==> src/rtl/ooo_pkg.sv <==
// Shared out-of-order core types: ALU op encoding, datapath widths and the
// issue-queue entry layout.
package ooo_pkg;

  localparam int unsigned PTAG_W = 6;
  localparam int unsigned ROB_W  = 6;
  localparam int unsigned XLEN   = 32;

  typedef enum logic [2:0] {
    ALU_ADD = 3'd0,
    ALU_SUB = 3'd1,
    ALU_AND = 3'd2,
    ALU_OR  = 3'd3,
    ALU_XOR = 3'd4
  } alu_op_e;

  typedef struct packed {
    logic              valid;
    alu_op_e           op;
    logic [PTAG_W-1:0] src1_tag;
    logic              src1_rdy;
    logic [XLEN-1:0]   src1_val;
    logic [PTAG_W-1:0] src2_tag;
    logic              src2_rdy;
    logic [XLEN-1:0]   src2_val;
    logic [PTAG_W-1:0] rd_p;
    logic [ROB_W-1:0]  rob_tag;
  } iq_entry_t;

endpackage

==> src/rtl/iq_age_matrix.sv <==
// Age matrix for the issue queue: r_older[i][j]=1 means entry i was allocated
// before entry j. Grants the single oldest requester (one-hot).
module iq_age_matrix #(
  parameter int unsigned DEPTH = 8
) (
  input  logic             clk,
  input  logic             rst_n,
  input  logic             i_flush,
  input  logic [DEPTH-1:0] i_alloc,
  input  logic [DEPTH-1:0] i_free,
  input  logic [DEPTH-1:0] i_req,
  output logic [DEPTH-1:0] o_grant
);

  logic [DEPTH-1:0][DEPTH-1:0] r_older;
  logic [DEPTH-1:0][DEPTH-1:0] w_older_nxt;

  // A new entry is younger than everything: clear its row, set its column.
  always_comb begin
    w_older_nxt = r_older;
    for (int unsigned i = 0; i < DEPTH; i++) begin
      for (int unsigned j = 0; j < DEPTH; j++) begin
        if (i_free[i] || i_free[j] || i_alloc[i]) begin
          w_older_nxt[i][j] = 1'b0;
        end else if (i_alloc[j] && (i != j)) begin
          w_older_nxt[i][j] = 1'b1;
        end
      end
    end
  end

  always_ff @(posedge clk or negedge rst_n) begin
    if (!rst_n) begin
      r_older <= '0;
    end else if (i_flush) begin
      r_older <= '0;
    end else begin
      r_older <= w_older_nxt;
    end
  end

  always_comb begin
    o_grant = i_req;
    for (int unsigned i = 0; i < DEPTH; i++) begin
      for (int unsigned j = 0; j < DEPTH; j++) begin
        if (i_req[j] && r_older[j][i]) begin
          o_grant[i] = 1'b0;
        end
      end
    end
  end

endmodule

==> src/rtl/alu_issue_queue.sv <==
// ALU reservation station: captures operands at dispatch or from the CDB and
// issues the oldest ready uop. Define IQ_SAME_CYCLE_WAKEUP_EN to let a CDB hit issue in the same cycle.
module alu_issue_queue
  import ooo_pkg::*;
#(
  parameter int unsigned DEPTH  = 8,
  parameter int unsigned PTAG_W = ooo_pkg::PTAG_W,
  parameter int unsigned ROB_W  = ooo_pkg::ROB_W,
  parameter int unsigned XLEN   = ooo_pkg::XLEN
) (
  input  logic                   clk,
  input  logic                   rst_n,
  input  logic                   flush_i,
  input  logic                   disp_valid_i,
  output logic                   disp_ready_o,
  input  logic [2:0]             disp_op_i,
  input  logic [PTAG_W-1:0]      disp_src1_tag_i,
  input  logic [PTAG_W-1:0]      disp_src2_tag_i,
  input  logic                   disp_src1_rdy_i,
  input  logic                   disp_src2_rdy_i,
  input  logic [XLEN-1:0]        disp_src1_val_i,
  input  logic [XLEN-1:0]        disp_src2_val_i,
  input  logic [PTAG_W-1:0]      disp_rd_p_i,
  input  logic [ROB_W-1:0]       disp_rob_tag_i,
  input  logic                   cdb_valid_i,
  input  logic [PTAG_W-1:0]      cdb_tag_i,
  input  logic [XLEN-1:0]        cdb_data_i,
  output logic                   iss_valid_o,
  output logic [2:0]             iss_op_o,
  output logic [XLEN-1:0]        iss_op1_o,
  output logic [XLEN-1:0]        iss_op2_o,
  output logic [PTAG_W-1:0]      iss_rd_p_o,
  output logic [ROB_W-1:0]       iss_rob_tag_o,
  output logic [$clog2(DEPTH):0] occupancy_o
);

  iq_entry_t                r_q [DEPTH];
  logic [$clog2(DEPTH):0]   r_occ;
  iq_entry_t                w_disp_entry;
  logic [DEPTH-1:0]         w_valid, w_free_oh, w_alloc, w_req, w_grant;
  logic [DEPTH-1:0]         w_s1_hit, w_s2_hit;
  logic                     w_disp_fire, w_iss_any;

  always_comb begin
    logic found;
    found     = 1'b0;
    w_free_oh = '0;
    for (int unsigned i = 0; i < DEPTH; i++) begin
      w_valid[i]  = r_q[i].valid;
      w_s1_hit[i] = cdb_valid_i && !r_q[i].src1_rdy && (r_q[i].src1_tag == cdb_tag_i);
      w_s2_hit[i] = cdb_valid_i && !r_q[i].src2_rdy && (r_q[i].src2_tag == cdb_tag_i);
`ifdef IQ_SAME_CYCLE_WAKEUP_EN
      w_req[i] = r_q[i].valid && (r_q[i].src1_rdy || w_s1_hit[i]) &&
                 (r_q[i].src2_rdy || w_s2_hit[i]);
`else
      w_req[i] = r_q[i].valid && r_q[i].src1_rdy && r_q[i].src2_rdy;
`endif
      if (!r_q[i].valid && !found) begin
        w_free_oh[i] = 1'b1;
        found        = 1'b1;
      end
    end
  end

  assign disp_ready_o = ~&w_valid;
  assign w_disp_fire  = disp_valid_i && disp_ready_o && !flush_i;
  assign w_alloc      = w_free_oh & {DEPTH{w_disp_fire}};
  assign w_iss_any    = |w_grant;
  assign iss_valid_o  = w_iss_any && !flush_i;
  assign occupancy_o  = r_occ;

  // Snoop the CDB at dispatch so a broadcast in the dispatch cycle is not lost.
  always_comb begin
    w_disp_entry          = '0;
    w_disp_entry.valid    = 1'b1;
    w_disp_entry.op       = alu_op_e'(disp_op_i);
    w_disp_entry.src1_tag = disp_src1_tag_i;
    w_disp_entry.src2_tag = disp_src2_tag_i;
    w_disp_entry.src1_rdy = disp_src1_rdy_i || (cdb_valid_i && (cdb_tag_i == disp_src1_tag_i));
    w_disp_entry.src2_rdy = disp_src2_rdy_i || (cdb_valid_i && (cdb_tag_i == disp_src2_tag_i));
    w_disp_entry.src1_val = disp_src1_rdy_i ? disp_src1_val_i : cdb_data_i;
    w_disp_entry.src2_val = disp_src2_rdy_i ? disp_src2_val_i : cdb_data_i;
    w_disp_entry.rd_p     = disp_rd_p_i;
    w_disp_entry.rob_tag  = disp_rob_tag_i;
  end

  iq_age_matrix #(
    .DEPTH (DEPTH)
  ) u_age (
    .clk     (clk),
    .rst_n   (rst_n),
    .i_flush (flush_i),
    .i_alloc (w_alloc),
    .i_free  (w_grant),
    .i_req   (w_req),
    .o_grant (w_grant)
  );

  always_comb begin
    iss_op_o      = '0;
    iss_op1_o     = '0;
    iss_op2_o     = '0;
    iss_rd_p_o    = '0;
    iss_rob_tag_o = '0;
    for (int unsigned i = 0; i < DEPTH; i++) begin
      if (w_grant[i]) begin
        iss_op_o      = r_q[i].op;
`ifdef IQ_SAME_CYCLE_WAKEUP_EN
        iss_op1_o     = r_q[i].src1_rdy ? r_q[i].src1_val : cdb_data_i;
        iss_op2_o     = r_q[i].src2_rdy ? r_q[i].src2_val : cdb_data_i;
`else
        iss_op1_o     = r_q[i].src1_val;
        iss_op2_o     = r_q[i].src2_val;
`endif
        iss_rd_p_o    = r_q[i].rd_p;
        iss_rob_tag_o = r_q[i].rob_tag;
      end
    end
  end

  always_ff @(posedge clk or negedge rst_n) begin
    if (!rst_n) begin
      for (int unsigned i = 0; i < DEPTH; i++) begin
        r_q[i] <= '0;
      end
      r_occ <= '0;
    end else if (flush_i) begin
      for (int unsigned i = 0; i < DEPTH; i++) begin
        r_q[i].valid <= 1'b0;
      end
      r_occ <= '0;
    end else begin
      for (int unsigned i = 0; i < DEPTH; i++) begin
        if (w_alloc[i]) begin
          r_q[i] <= w_disp_entry;
        end else if (r_q[i].valid) begin
          if (w_s1_hit[i]) begin
            r_q[i].src1_rdy <= 1'b1;
            r_q[i].src1_val <= cdb_data_i;
          end
          if (w_s2_hit[i]) begin
            r_q[i].src2_rdy <= 1'b1;
            r_q[i].src2_val <= cdb_data_i;
          end
          if (w_grant[i]) begin
            r_q[i].valid <= 1'b0;
          end
        end
      end
      case ({w_disp_fire, w_iss_any})
        2'b10:   r_occ <= r_occ + 1'b1;
        2'b01:   r_occ <= r_occ - 1'b1;
        default: r_occ <= r_occ;
      endcase
    end
  end

endmodule

==> config.mk <==
export PLATFORM = sky130hd
export DESIGN_NAME = alu_issue_queue
export DESIGN_NICKNAME = d
export VERILOG_FILES = /design/src/rtl/ooo_pkg.sv /design/src/rtl/iq_age_matrix.sv /design/src/rtl/alu_issue_queue.sv
export SDC_FILE = /design/constraint.sdc
export NUM_CORES = 2
export LEC_CHECK = 0
export CORE_MARGIN = 2
export CORE_UTILIZATION = 55
export CTS_CLUSTER_SIZE = 8
export DETAILED_ROUTE_END_ITERATION = 10
export DONT_BUFFER_PORTS = 1
export GPL_ROUTABILITY_DRIVEN = 0
export PLACE_DENSITY = 0.7
export RECOVER_POWER = 50
export SLEW_MARGIN = 0
export SYNTH_ARGS = -nofsm -noshare
export SYNTH_HDL_FRONTEND = slang
export SYNTH_SLANG_ARGS = --single-unit
export TNS_END_PERCENT = 30
==> constraint.sdc <==
create_clock -name clk -period 5.2 [get_ports clk]
set_clock_uncertainty 0.1 [all_clocks]
set_input_delay 0.52 -clock clk [delete_from_list [all_inputs] [get_ports clk]]
set_output_delay 0.52 -clock clk [all_outputs]
set_load 0.03 [all_outputs]
==> results.py <==
metrics = {
    "layout": {
        "final_cell_mix": "sky130_fd_sc_hd__dfrtp_1 (812), sky130_fd_sc_hd__nor2_1 (492), sky130_fd_sc_hd__mux2_2 (382), sky130_fd_sc_hd__a211oi_1 (288), sky130_fd_sc_hd__a21oi_1 (274)",
        "p_r_area_growth_vs_syn_pct": 9.195,
        "finalNetCount": 4072,
        "layout_commonest_cell": "sky130_fd_sc_hd__dfrtp_1",
        "reg_area_um2": 20320,
        "n_fill_cell": 6155,
        "drive_gt1_share_pct": 15.59,
        "multi_input_area_um2": 19610,
    },
    "floorplan": {
        "io_pins": 221,
        "design.core.area_um2": 74700,
        "die_width_um": 278.9,
        "row_count": 100,
        "die_area_um2": 77800,
        "die_height_um": 278.9,
        "initial_utilization_pct": 55.65,
    },
    "drt": {
        "wl_um": 133200,
        "route.detailed.drc": 0,
        "route.vias.total": 33783,
        "detailedRoute.firstIterationViolations": 3702,
        "post_drt_wl_per_cell_um": 27.13,
        "first_pass_iters": 6,
        "viasPerCell": 6.879,
        "detail_route_antenna_nets": 0,
    },
    "global_route": {
        "first_pass_grt_wire_length_um": 204400,
        "grt-ovfl-total": 0,
        "first_global_vias": 32921,
        "number_of_antenna_violations_at_the_first_check_in_global_routing": 6,
        "grt_start_max_net_pins": 813,
        "total_routing_usage_gr_pct": 34.16,
    },
    "worst_setup_path": {
        "reg2reg_depth": 8,
        "worst_ep_required_time_ns": 4.58,
        "critical_path.startpoint": "r_q[187]",
        "setup.worst_path.class": "reg -> out",
        "worstPathArrival_ns": 4.14,
        "worstSetupStartpointType": "flop",
        "worstSetupEndpointType": "primary output",
        "startpoint_of_the_worst_register_to_register_path": "r_q[469]",
        "worstPathMaxFanout": 45,
    },
    "timing": {
        "tightest_slew_ns": 2.475,
        "rsz_0062_raised_after_global_routing": "no",
        "final.min_clock_period_ns": 4.760,
        "finalWorstSetupSlack_ns": 0.4399,
        "post-route-period-util_pct": 91.54,
        "slew_violations": 543,
        "fin_setup_tns_ns": 0,
        "setup_viol_count_final": 0,
        "holdWs_ns": -0.4572,
        "maxSlewHeadroom_pct": -64.98,
        "fmax_ghz": 0.2101,
        "hold_viol": 812,
    },
    "synth": {
        "yosys_register_bits": 812,
        "synth-edff-count": 0,
        "synthesized_instance_count": 4110,
        "sequential_element_share_of_the_synthesized_area_pct": 48.88,
        "async_reset_ff_share_pct": 100.0,
        "synth_warnings": 0,
        "synth.net_count": 4249,
        "syn_avg_cell_area_um2": 10.11,
        "ys_types": 58,
        "dominantRegCellSynth": "sky130_fd_sc_hd__dfrtp_1",
        "post_synth_instance_area_um2": 41570,
    },
    "power_and_ir_drop": {
        "vdd_drop_max_uv": 290.3,
        "power_leakage_nw": 21.48,
        "power_per_cell_area_nw_per_um2": 349.3,
    },
    "clock_network": {
        "postCtsSetupRepairBufs": 0,
        "worstSkewPairLatency_ns": 0.68,
        "tritoncts_clock_tree": "built",
        "holdBufCountCts": 61,
        "ctsRootBufferMaster": "sky130_fd_sc_hd__clkbuf_16",
        "clkSinkCount": 812,
        "cts.reportedPaths.clkPinSlew_ns": 0.05,
        "ctsHtreeMaxLevel": 3,
        "cts.path.max_buffers": 3,
        "cts_made_buffers": 111,
        "cts_resized": 0,
    },
    "worst_hold_path": {
        "hp-class": "in -> async",
    },
    "placed_design": {
        "placement.setup.worst_slack_ns": 1.237,
        "hpwl_um": 75970,
        "io_buffers": 0,
    },
    "run_status": {
        "run_status": "finished, violations left",
        "violations": "negative hold slack, max-capacitance violations, max-slew violations",
    },
    "job": {
        "max-cap-violations": 3,
    },
}
-- state kept, by name (all words and copies together) (netlist names) --
register       count
occupancy_o        4
r_q              752
u_age.r_older     56
-- Yosys cell counts (79+ instances only) --
cell type                    n  area [um2]
sky130_fd_sc_hd__a221oi_1  148        1296
sky130_fd_sc_hd__nand2_1   204       765.7
sky130_fd_sc_hd__mux2_2    382        4302
sky130_fd_sc_hd__a21oi_1   280        1401
sky130_fd_sc_hd__nor3_1    125       625.6
sky130_fd_sc_hd__a221o_1    79       790.8
sky130_fd_sc_hd__a21o_1    263        1974
sky130_fd_sc_hd__a211oi_1  288        2162
sky130_fd_sc_hd__clkbuf_1  246       923.4
sky130_fd_sc_hd__buf_2     111       555.5
sky130_fd_sc_hd__dfrtp_1   812       20320
sky130_fd_sc_hd__o21ai_0   170       850.8
sky130_fd_sc_hd__nor2_1    495        1858
-- cell type report --
class	instances	area share [%]
multi-input combinational	2863	43.20
clock buffer	113	6.182
sequential	812	44.76
inverter	21	0.1736
timing repair buffer	124	2.787
clock inverter	6	0.2040
antenna	3	0.01654
tap	969	2.671
-- layer usage --
layer | up-vias | track usage, % | part of all wire [%]
li1 | 14706 | - | -
met1 | 17006 | 47.37 | 42
met2 | 1724 | 52.94 | 45
met3 | 341 | 6.769 | 8.7
met4 | 6 | 13.77 | 4.1
met5 | - | 0 | 0.033
-- worst paths after layout --
| path | slack, ns | endpoint |
|---|---|---|
| max | 0.44 | iss_op1_o[31] |
| min | -0.46 | r_q[133] |
| max reg2reg | 1.20 | r_q[73] |
| min reg2reg | 0.37 | r_q[503] |
| max in group asynchronous | 3.73 | r_q[107] |
| min in group clk | 0.02 | occupancy_o[3] |
-- through the flow --
| stage | area, um2 | power [mW] | hold slack [ns] | std cells | utilization (%) |
|---|---|---|---|---|---|
| 6_report | 45390 | 15.86 | -0.4572 | 4911 | 60.77 |
| 5_1_grt | 45390 | 16.37 | -0.4882 | 4910 | 60.77 |
| 4_1_cts | 45420 | 15.87 | -0.4914 | 4908 | 60.80 |
| 3_5_place_dp | 41910 | 9.394 | 0.2145 | 4728 | 56.10 |
| 3_3_place_gp | 41910 | 9.327 | 0.2185 | 4728 | 56.10 |
| 2_1_floorplan | 41570 | 9.005 | 0.1244 | 4110 | - |
-- critical path, stage by stage, from the launching register on --
cell and delay [ns]:
sky130_fd_sc_hd__dfrtp_1 0.63, sky130_fd_sc_hd__and3_1 0.43, sky130_fd_sc_hd__a22o_1 0.25, sky130_fd_sc_hd__a2111o_2 0.84, sky130_fd_sc_hd__buf_4 0.48, sky130_fd_sc_hd__o21ai_0 0.12
sky130_fd_sc_hd__o21ai_0 0.19, sky130_fd_sc_hd__a221o_1 0.50
-- report_power, final --
| part | switching, mW | internal, mW | total (mW) |
|---|---|---|---|
| clock network | 2.69 | 3.76 | 6.45 |
| registers | 0.437 | 7.06 | 7.50 |
| logic | 1.00 | 0.901 | 1.90 |
| total | 4.13 | 11.7 | 15.9 |
-- cell families (layout without fill, tap and decap cells) --
| logic type | count (synthesis) | count (layout) | synth area share (%) |
|---|---|---|---|
| flops | 812 | 812 | 48.88 |
| other cells | 0 | 3 | 0 |
| fa+ha+maj | 3 | 3 | 0.1083 |
| compound gates | 1334 | 1334 | 22.26 |
| simple gates | 970 | 970 | 10.13 |
| mux | 447 | 447 | 11.91 |
| xor+xnor | 109 | 109 | 2.296 |
| buf+inv | 435 | 264 | 4.412 |
Note: power is estimated with default switching activity, not from simulation.
